===== config.mk =====
export PLATFORM = sky130hd
export DESIGN_NAME = ram_port_arbiter
export DESIGN_NICKNAME = d
export VERILOG_FILES = /design/src/rtl/ram_arb_pkg.sv /design/src/rtl/rr_arbiter_2.sv /design/src/rtl/ram_port_arbiter.sv
export SDC_FILE = /design/constraint.sdc
export NUM_CORES = 1
export LEC_CHECK = 0
export ABC_AREA = 1
export BUFFER_PORTS_ARGS = -buffer_cell sky130_fd_sc_hd__buf_2
export CAP_MARGIN = 20
export CORE_ASPECT_RATIO = 0.5
export CORE_MARGIN = 2
export CORE_UTILIZATION = 45
export DETAILED_ROUTE_END_ITERATION = 16
export GPL_TIMING_DRIVEN = 1
export PLACE_DENSITY = 0.84
export SLEW_MARGIN = 15
export SYNTH_ARGS = -nofsm -noshare
export SYNTH_HDL_FRONTEND = slang
export SYNTH_SLANG_ARGS = --single-unit

===== constraint.sdc =====
create_clock -name i_clk -period 3.76 [get_ports i_clk]
set_clock_uncertainty 0.1 [all_clocks]
set_input_delay 0.188 -clock i_clk [delete_from_list [all_inputs] [get_ports i_clk]]
set_output_delay 0.188 -clock i_clk [all_outputs]
set_load 0.005 [all_outputs]

===== src/rtl/ram_arb_pkg.sv =====
// ram_arb_pkg: shared FSM state, requester indices and requester count for ram_port_arbiter
package ram_arb_pkg;
  typedef enum logic {ST_CLEAR, ST_RUN} state_e;
  localparam int NUM_REQ = 2;
  localparam int REQ0 = 0;
  localparam int REQ1 = 1;
endpackage


===== src/rtl/rr_arbiter_2.sv =====
// rr_arbiter_2: two-way round-robin grant (i_en gates all grants, i_valid in, one-hot o_grant out; pointer moves to the other requester after any grant)
module rr_arbiter_2
  import ram_arb_pkg::*;
(
  input  logic               i_clk,
  input  logic               i_rst_n,
  input  logic               i_en,
  input  logic [NUM_REQ-1:0] i_valid,
  output logic [NUM_REQ-1:0] o_grant
);
  logic ptr_q, ptr_d;
  always_comb begin
    o_grant = !i_en ? '0 : &i_valid ? (ptr_q ? 2'b10 : 2'b01) : i_valid;
    ptr_d = |o_grant ? o_grant[REQ0] : ptr_q;
  end
  always_ff @(posedge i_clk or negedge i_rst_n)
    if (!i_rst_n) ptr_q <= 1'b0;
    else ptr_q <= ptr_d;
endmodule


===== src/rtl/ram_port_arbiter.sv =====
// ram_port_arbiter: shares one single-port registered-read RAM between two valid/ready requesters (round-robin), with optional post-reset clear sweep, per-requester read strobes and shared read data
module ram_port_arbiter
  import ram_arb_pkg::*;
#(
  parameter int                   SIZE_ADDR      = 8,
  parameter int                   SIZE_DATA      = 8,
  parameter bit                   CLEAR_ON_RESET = 1'b1,
  parameter logic [SIZE_DATA-1:0] INIT_VALUE     = '0
) (
  input  logic                 i_clk,
  input  logic                 i_rst_n,
  input  logic [NUM_REQ-1:0]   i_req_valid,
  output logic [NUM_REQ-1:0]   o_req_ready,
  input  logic [NUM_REQ-1:0]   i_req_we,
  input  logic [SIZE_ADDR-1:0] i_req_addr0,
  input  logic [SIZE_ADDR-1:0] i_req_addr1,
  input  logic [SIZE_DATA-1:0] i_req_wdata0,
  input  logic [SIZE_DATA-1:0] i_req_wdata1,
  output logic [NUM_REQ-1:0]   o_rsp_valid,
  output logic [SIZE_DATA-1:0] o_rsp_data,
  output logic                 o_ram_rd_en,
  output logic                 o_ram_wr_en,
  output logic [SIZE_ADDR-1:0] o_ram_addr,
  output logic [SIZE_DATA-1:0] o_ram_wdata,
  input  logic [SIZE_DATA-1:0] i_ram_rdata,
  output logic                 o_init_done
);
  localparam int DEPTH = 2 ** SIZE_ADDR;
  localparam logic [SIZE_ADDR-1:0] LAST = SIZE_ADDR'(DEPTH - 1);
  state_e state_q, state_d;
  logic [SIZE_ADDR-1:0] cnt_q, cnt_d;
  logic [NUM_REQ-1:0] rsp_q, rsp_d, grant;
  logic clr, run, w, we_w;
  rr_arbiter_2 u_arb (
    .i_clk   (i_clk),
    .i_rst_n (i_rst_n),
    .i_en    (run),
    .i_valid (i_req_valid),
    .o_grant (grant)
  );
  // Gating with i_rst_n forces every RAM control low while reset is held.
  always_comb begin
    clr = i_rst_n && state_q == ST_CLEAR;
    run = i_rst_n && state_q == ST_RUN;
    w = grant[REQ1];
    we_w = i_req_we[w];
    cnt_d = clr && cnt_q != LAST ? cnt_q + 1'b1 : cnt_q;
    state_d = clr && cnt_q == LAST ? ST_RUN : state_q;
    rsp_d = grant & ~i_req_we;
    o_req_ready = grant;
    o_ram_wr_en = clr || (|grant && we_w);
    o_ram_rd_en = |grant && !we_w;
    o_ram_addr = clr ? cnt_q : !(|grant) ? '0 : w ? i_req_addr1 : i_req_addr0;
    o_ram_wdata = clr ? INIT_VALUE : !(|grant) ? '0 : w ? i_req_wdata1 : i_req_wdata0;
    o_rsp_valid = rsp_q;
    o_rsp_data = i_ram_rdata;
    o_init_done = state_q == ST_RUN;
  end
  always_ff @(posedge i_clk or negedge i_rst_n)
    if (!i_rst_n) begin
      state_q <= CLEAR_ON_RESET ? ST_CLEAR : ST_RUN;
      cnt_q <= '0;
      rsp_q <= '0;
    end else begin
      state_q <= state_d;
      cnt_q <= cnt_d;
      rsp_q <= rsp_d;
    end
endmodule


After elaboration in Yosys (flattened, before gate mapping). Cells that the tools add are included.

Word-level logic and storage cells: 32. Bits in latches: 0. Memories kept: 0. Bits in writable memories: 0. Output and inout bits: 31. Bits of input ports: 46. Flip-flop bits (word level): 12. ROM bits: 0.

Add/sub/neg operators: 1. Bitwise gates (word level): 3. Reductions and logical operators: 10. Div/mod/pow operators: 0. Muxes and demuxes: 11. Magnitude comparators: 1. Equality and inequality tests: 2. $mul: 0. Shift operators: 0.

Operators with widths (number): $mux W8 (6); $add A8 B1 Y8 const B (1); $eq A8 B8 Y1 const B (1); $ne A8 B8 Y1 const B (1); $logic_and A1 B1 Y1 (6); $mux W2 (3); $and A2 B2 Y2 (1); $lt A1 B2 Y1 const B (1); $mux W1 (2); $not A2 Y2 (1); $reduce_and A2 Y1 (1); $reduce_or A2 Y1 (1); $logic_not A1 Y1 (1); $logic_or A1 B1 Y1 (1); $not A1 Y1 (1).

Depth between registers and ports, before layout.
Depth in word-level cells: 7. Mapped depth: 8. Mapped depth without buffers: 8.

By module. From an unflattened synthesis, not the netlist that was laid out.

Cells, all modules: 161. Area, all modules: 1098.6 µm².

By module, submodules not included: ram_port_arbiter (area each 1034.7 µm², instances 1, seq. area each 275.3 µm², cells an instance 150); rr_arbiter_2 (area each 63.8 µm², instances 1, seq. area each 25.0 µm², cells an instance 11).

Least setup slack after synthesis. OpenSTA, ideal clock, no wires.

Path kind: register to output. Start: register state_q, in the netlist o_init_done. End: output o_ram_wdata[6]. Data required time: 3.472 ns. Stages on the path, launching flop included: 7. Slack: 2.384 ns. Data arrival time: 1.088 ns. Path through: dfrtp_1 nand2_4 nor2_8 nand2_4 buf_8 nand2_1 a21oi_1.

Cells in the longest elaborated chain, start to end: 5. Elaborated cells between the ends (all ways): 8. Those cells by class: mux (4); bitwise (1); reduce/logical (3).

RTL lines: from (decl) (RTL line ram_port_arbiter.sv:30) `state_e state_q, state_d;`; from (signal assigned) (RTL line ram_port_arbiter.sv:61) `state_q <= CLEAR_ON_RESET ? ST_CLEAR : ST_RUN;`; from (signal assigned) (RTL line ram_port_arbiter.sv:65) `state_q <= state_d;`; $logic_and A1 B1 Y1 (RTL line ram_port_arbiter.sv:44) `run = i_rst_n && state_q == ST_RUN;`; $mux W2 (RTL line rr_arbiter_2.sv:13) `o_grant = !i_en ? '0 : &i_valid ? (ptr_q ? 2'b10 : 2'b01) : i_valid;`; $mux W8 / $reduce_or A2 Y1 (equally long branches) (RTL line ram_port_arbiter.sv:54) `o_ram_wdata = clr ? INIT_VALUE : !(|grant) ? '0 : w ? i_req_wdata1 : i_req_wdata0;`; $mux W8 (RTL line ram_port_arbiter.sv:54); $mux W8 * (RTL line ram_port_arbiter.sv:54); to (decl) (RTL line ram_port_arbiter.sv:24) `output logic [SIZE_DATA-1:0] o_ram_wdata,`.

Mark *: on every way between the ends. The rest lies on a longest branch, timed or not.

Worst setup path after layout.
Start: input i_rst_n. End: output o_ram_wdata[6].

Cells in the longest elaborated chain, start to end: 5. Elaborated cells between the ends (all ways): 7. Those cells by class: mux (4); reduce/logical (3).

RTL lines: from (decl) (RTL line ram_port_arbiter.sv:11) `input logic i_rst_n,`; $logic_and A1 B1 Y1 (RTL line ram_port_arbiter.sv:44); $mux W2 (RTL line rr_arbiter_2.sv:13); $mux W8 / $reduce_or A2 Y1 (equally long branches) (RTL line ram_port_arbiter.sv:54); $mux W8 (RTL line ram_port_arbiter.sv:54); $mux W8 * (RTL line ram_port_arbiter.sv:54).

Marked as above.

==> results.md <==
- Worst skew pair latency: between 200 and 250 ps
- Post-synthesis cell type count: 23
- Full die area: 3170 sq um
- Worst-margin pin slew: ~670 ps
- Post-Route WL: 3120 microns
- Hold EP: o_rsp_valid[0]$_DFF_PN0_
- Critical Path RT: around 3500 ps
- CP max FO: 18
- Final HPWL DP: about 2400 microns
- Register area share after synthesis: 24.6%
- Setup_tns: 0 ps
- Crit end category: primary output
- Fin nets: 280
- Via count: 1290
- Rows: 13
- TritonCTS Buffers: 3
- Fillcell total: between 200 and 250
- Worst hold stages: 2
- Worst Setup SP: i_rst_n
- Antenna diodes: 0
- Achievable Freq: 422 MHz
- RSZ-0062 raised after global routing: no
- Max stage delay cell, worst path: dlygate4sd3_1
- Post-Synthesis Cells: approximately 180
- Mapped cell area: roughly 1200 sq um
- Vias per inst: 4.80
- Reg2reg end: cnt_q[5]$_DFFE_PN0P_
- MaxCap Viol Count: 0
- Status: finished clean
- Clock-pin slew on the worst setup and hold paths: ~50 ps
- Worst stage delay on the critical path: between 500 and 600 ps
- Initial Util: ~47%
- Synthesized net count: roughly 230
- Core area: 2590 sq um
- Synth warn: 0
- Total congestion overflow: 0
- Pleak: ~0.00090 uW
- Min-delay src: i_req_we[0]
- Clock sinks: 12
- Pre-Repair DR Iteration Count: 4
- CP Cell Sequence: dlygate4sd3_1 > buf_2 > nand2_4 > nor2_8 > nand2_4 > clkinv_2 > nand2_1 > a21oi_1 > buf_2
- Clock Path Buffers: 2
- Share of layout cells above drive strength 1: 38.8%
- Slew Limit Headroom: 55.4%
- GRT Overall Usage: between 10% and 20%
- Vias in the first global route: between 1000 and 1500
- Total I/O pin count: 77
- Slew Limit Fails: 0
- Worst reg2reg setup slack: approximately 2100 ps
- Tcrit/Tclk final: between 60% and 70%
- Die Height: between 40 and 50 microns
- #FFs+latches synth: 12
- Startpoint Class: input pin
- Post-layout min period: roughly 2400 ps
- Synthesized area per cell: about 6.9 sq um
- FF-to-FF path depth: 5
- Post_cts resized: 0
- Crit path DAT: about 2100 ps
- Pwr per Cell Area: between 300 and 400 nW/um^2
- H-tree depth: 1
- WS Path Type: input pin to primary output
- Design Power: around 470 uW
- Antenna violations before repair: 0
- Origin of the critical flop-to-flop path: o_init_done$_DFFE_PN0P_
- Drc violations: 0
- Setup violations, final: 0
- Root buffer cell: clkbuf_8
- Die Wd: just under 80 microns
- Wire per inst: about 12 microns
- DRT antenna net count: 0
- HP Class: input pin to flip-flop
- GP Congestion: 0.786
- Peak VDD IR: 0.131 mV
- Largest net degree at the start of global routing: 19
- Fin. Hold Viols: 0
- CTS tree: done
- Area grow syn2layout: 26.1%
- Port bufs: 60
- Global-route wire length before repair: 4830 microns
- Starting DRC count in detailed routing: 22
## critical path: cells and delay by family
family / cells / cell delay (ps)
compound gates: 1 / 110
simple gates: 4 / 630
buf+inv: 4 / 1130
## cell usage in the layout (no fill, tap or decap), types with 4 or more instances in the layout
cell / synthesis / layout
buf_2: 0 / 60
clkbuf_8: 0 / 4
dfrtp_1: 12 / 12
inv_1: 23 / 23
nand2_1: 54 / 54
nand2_4: 10 / 10
nand3_1: 5 / 5
nand3_2: 8 / 8
nand3b_1: 8 / 8
nor2_1: 22 / 22
o21ai_0: 10 / 10
## routing by layer
metal	vias to the layer above	part of all wire, %	GRT usage (%)
li1	647	-	-
met1	592	41	20.0
met2	41	51	42.2
met3	10	6.0	5.07
met4	0	2.2	6.25
met5	-	0	0
## worst max-delay path by stage
stage                                      end  slack (ps)
after floorplan                 o_ram_wdata[6]        2380
after global placement          o_ram_wdata[6]        1980
after detailed placement  cnt_q[5]$_DFFE_PN0P_        1910
after CTS                       o_ram_wdata[6]        1380
after global routing            o_ram_wdata[1]        1200
final                           o_ram_wdata[6]        1390
## logic make-up after synthesis
kind of cell / count (synthesis) / synth area share (%)
AO/OA/AOI/OAI: 15 / 7.59
XOR/XNOR: 3 / 2.15
adder cells (fa/ha/maj): 1 / 1.03
buffers and inverters: 37 / 15.8
flip-flops: 12 / 24.6
AND/OR/NAND/NOR: 110 / 48.8
## where the power goes
group | switching [uW] | leakage [uW] | internal (uW)
logic | 81.2 | 0.000722 | 66.3
registers | 30.6 | 0.000153 | 151
clock network | 47.0 | 0.0000288 | 92.5
## synth_stat cells, drive strengths merged
library cell | n | share of area, %
ha | 1 | 1.0
xor2 | 1 | 0.72
a21oi | 3 | 2.2
nand3b | 8 | 4.9
o21bai | 1 | 0.62
clkinv | 1 | 0.41
nor2 | 23 | 8.4
dfrtp | 12 | 25
buf | 11 | 7.7
xnor2 | 2 | 1.4
nand2 | 66 | 27
inv | 25 | 7.7
o21ai | 11 | 4.8
nand3 | 13 | 8.6
## per-stage QoR
stage | instance area [sq um] | hold WS, ps | setup WS, ps | instances | util, %
final | 1540 | 22.8 | 1390 | 269 | 59.5
after global routing | 1540 | 23.1 | 1200 | 269 | 59.5
after CTS | 1540 | 23.2 | 1380 | 269 | 59.5
after detailed placement | 1470 | 0.548 | 1910 | 264 | 56.9
after global placement | 1470 | -5.94 | 1980 | 264 | 56.9
after floorplan | 1220 | -208 | 2380 | 178 | -
## final cells by class
type	count	area (sq um)	share of cell area, %
Multi-Input combinational cell	129	727	47.3
Timing Repair Buffer	61	310	20.2
Sequential cell	12	300	19.5
Inverter	26	98.8	6.43
Clock buffer	4	55.1	3.58
Tap cell	37	46.3	3.01
## sequential cells by signal (all words and copies together) (netlist names)
register     count
cnt_q            8
o_rsp_valid      2
o_init_done      1
u_arb.ptr_q      1
## timing repair
action,in CTS,in global routing
setup buffers,0,0
hold endpoints to repair,12,0
hold buffers,1,0
Power figures use the tool's default switching activity.
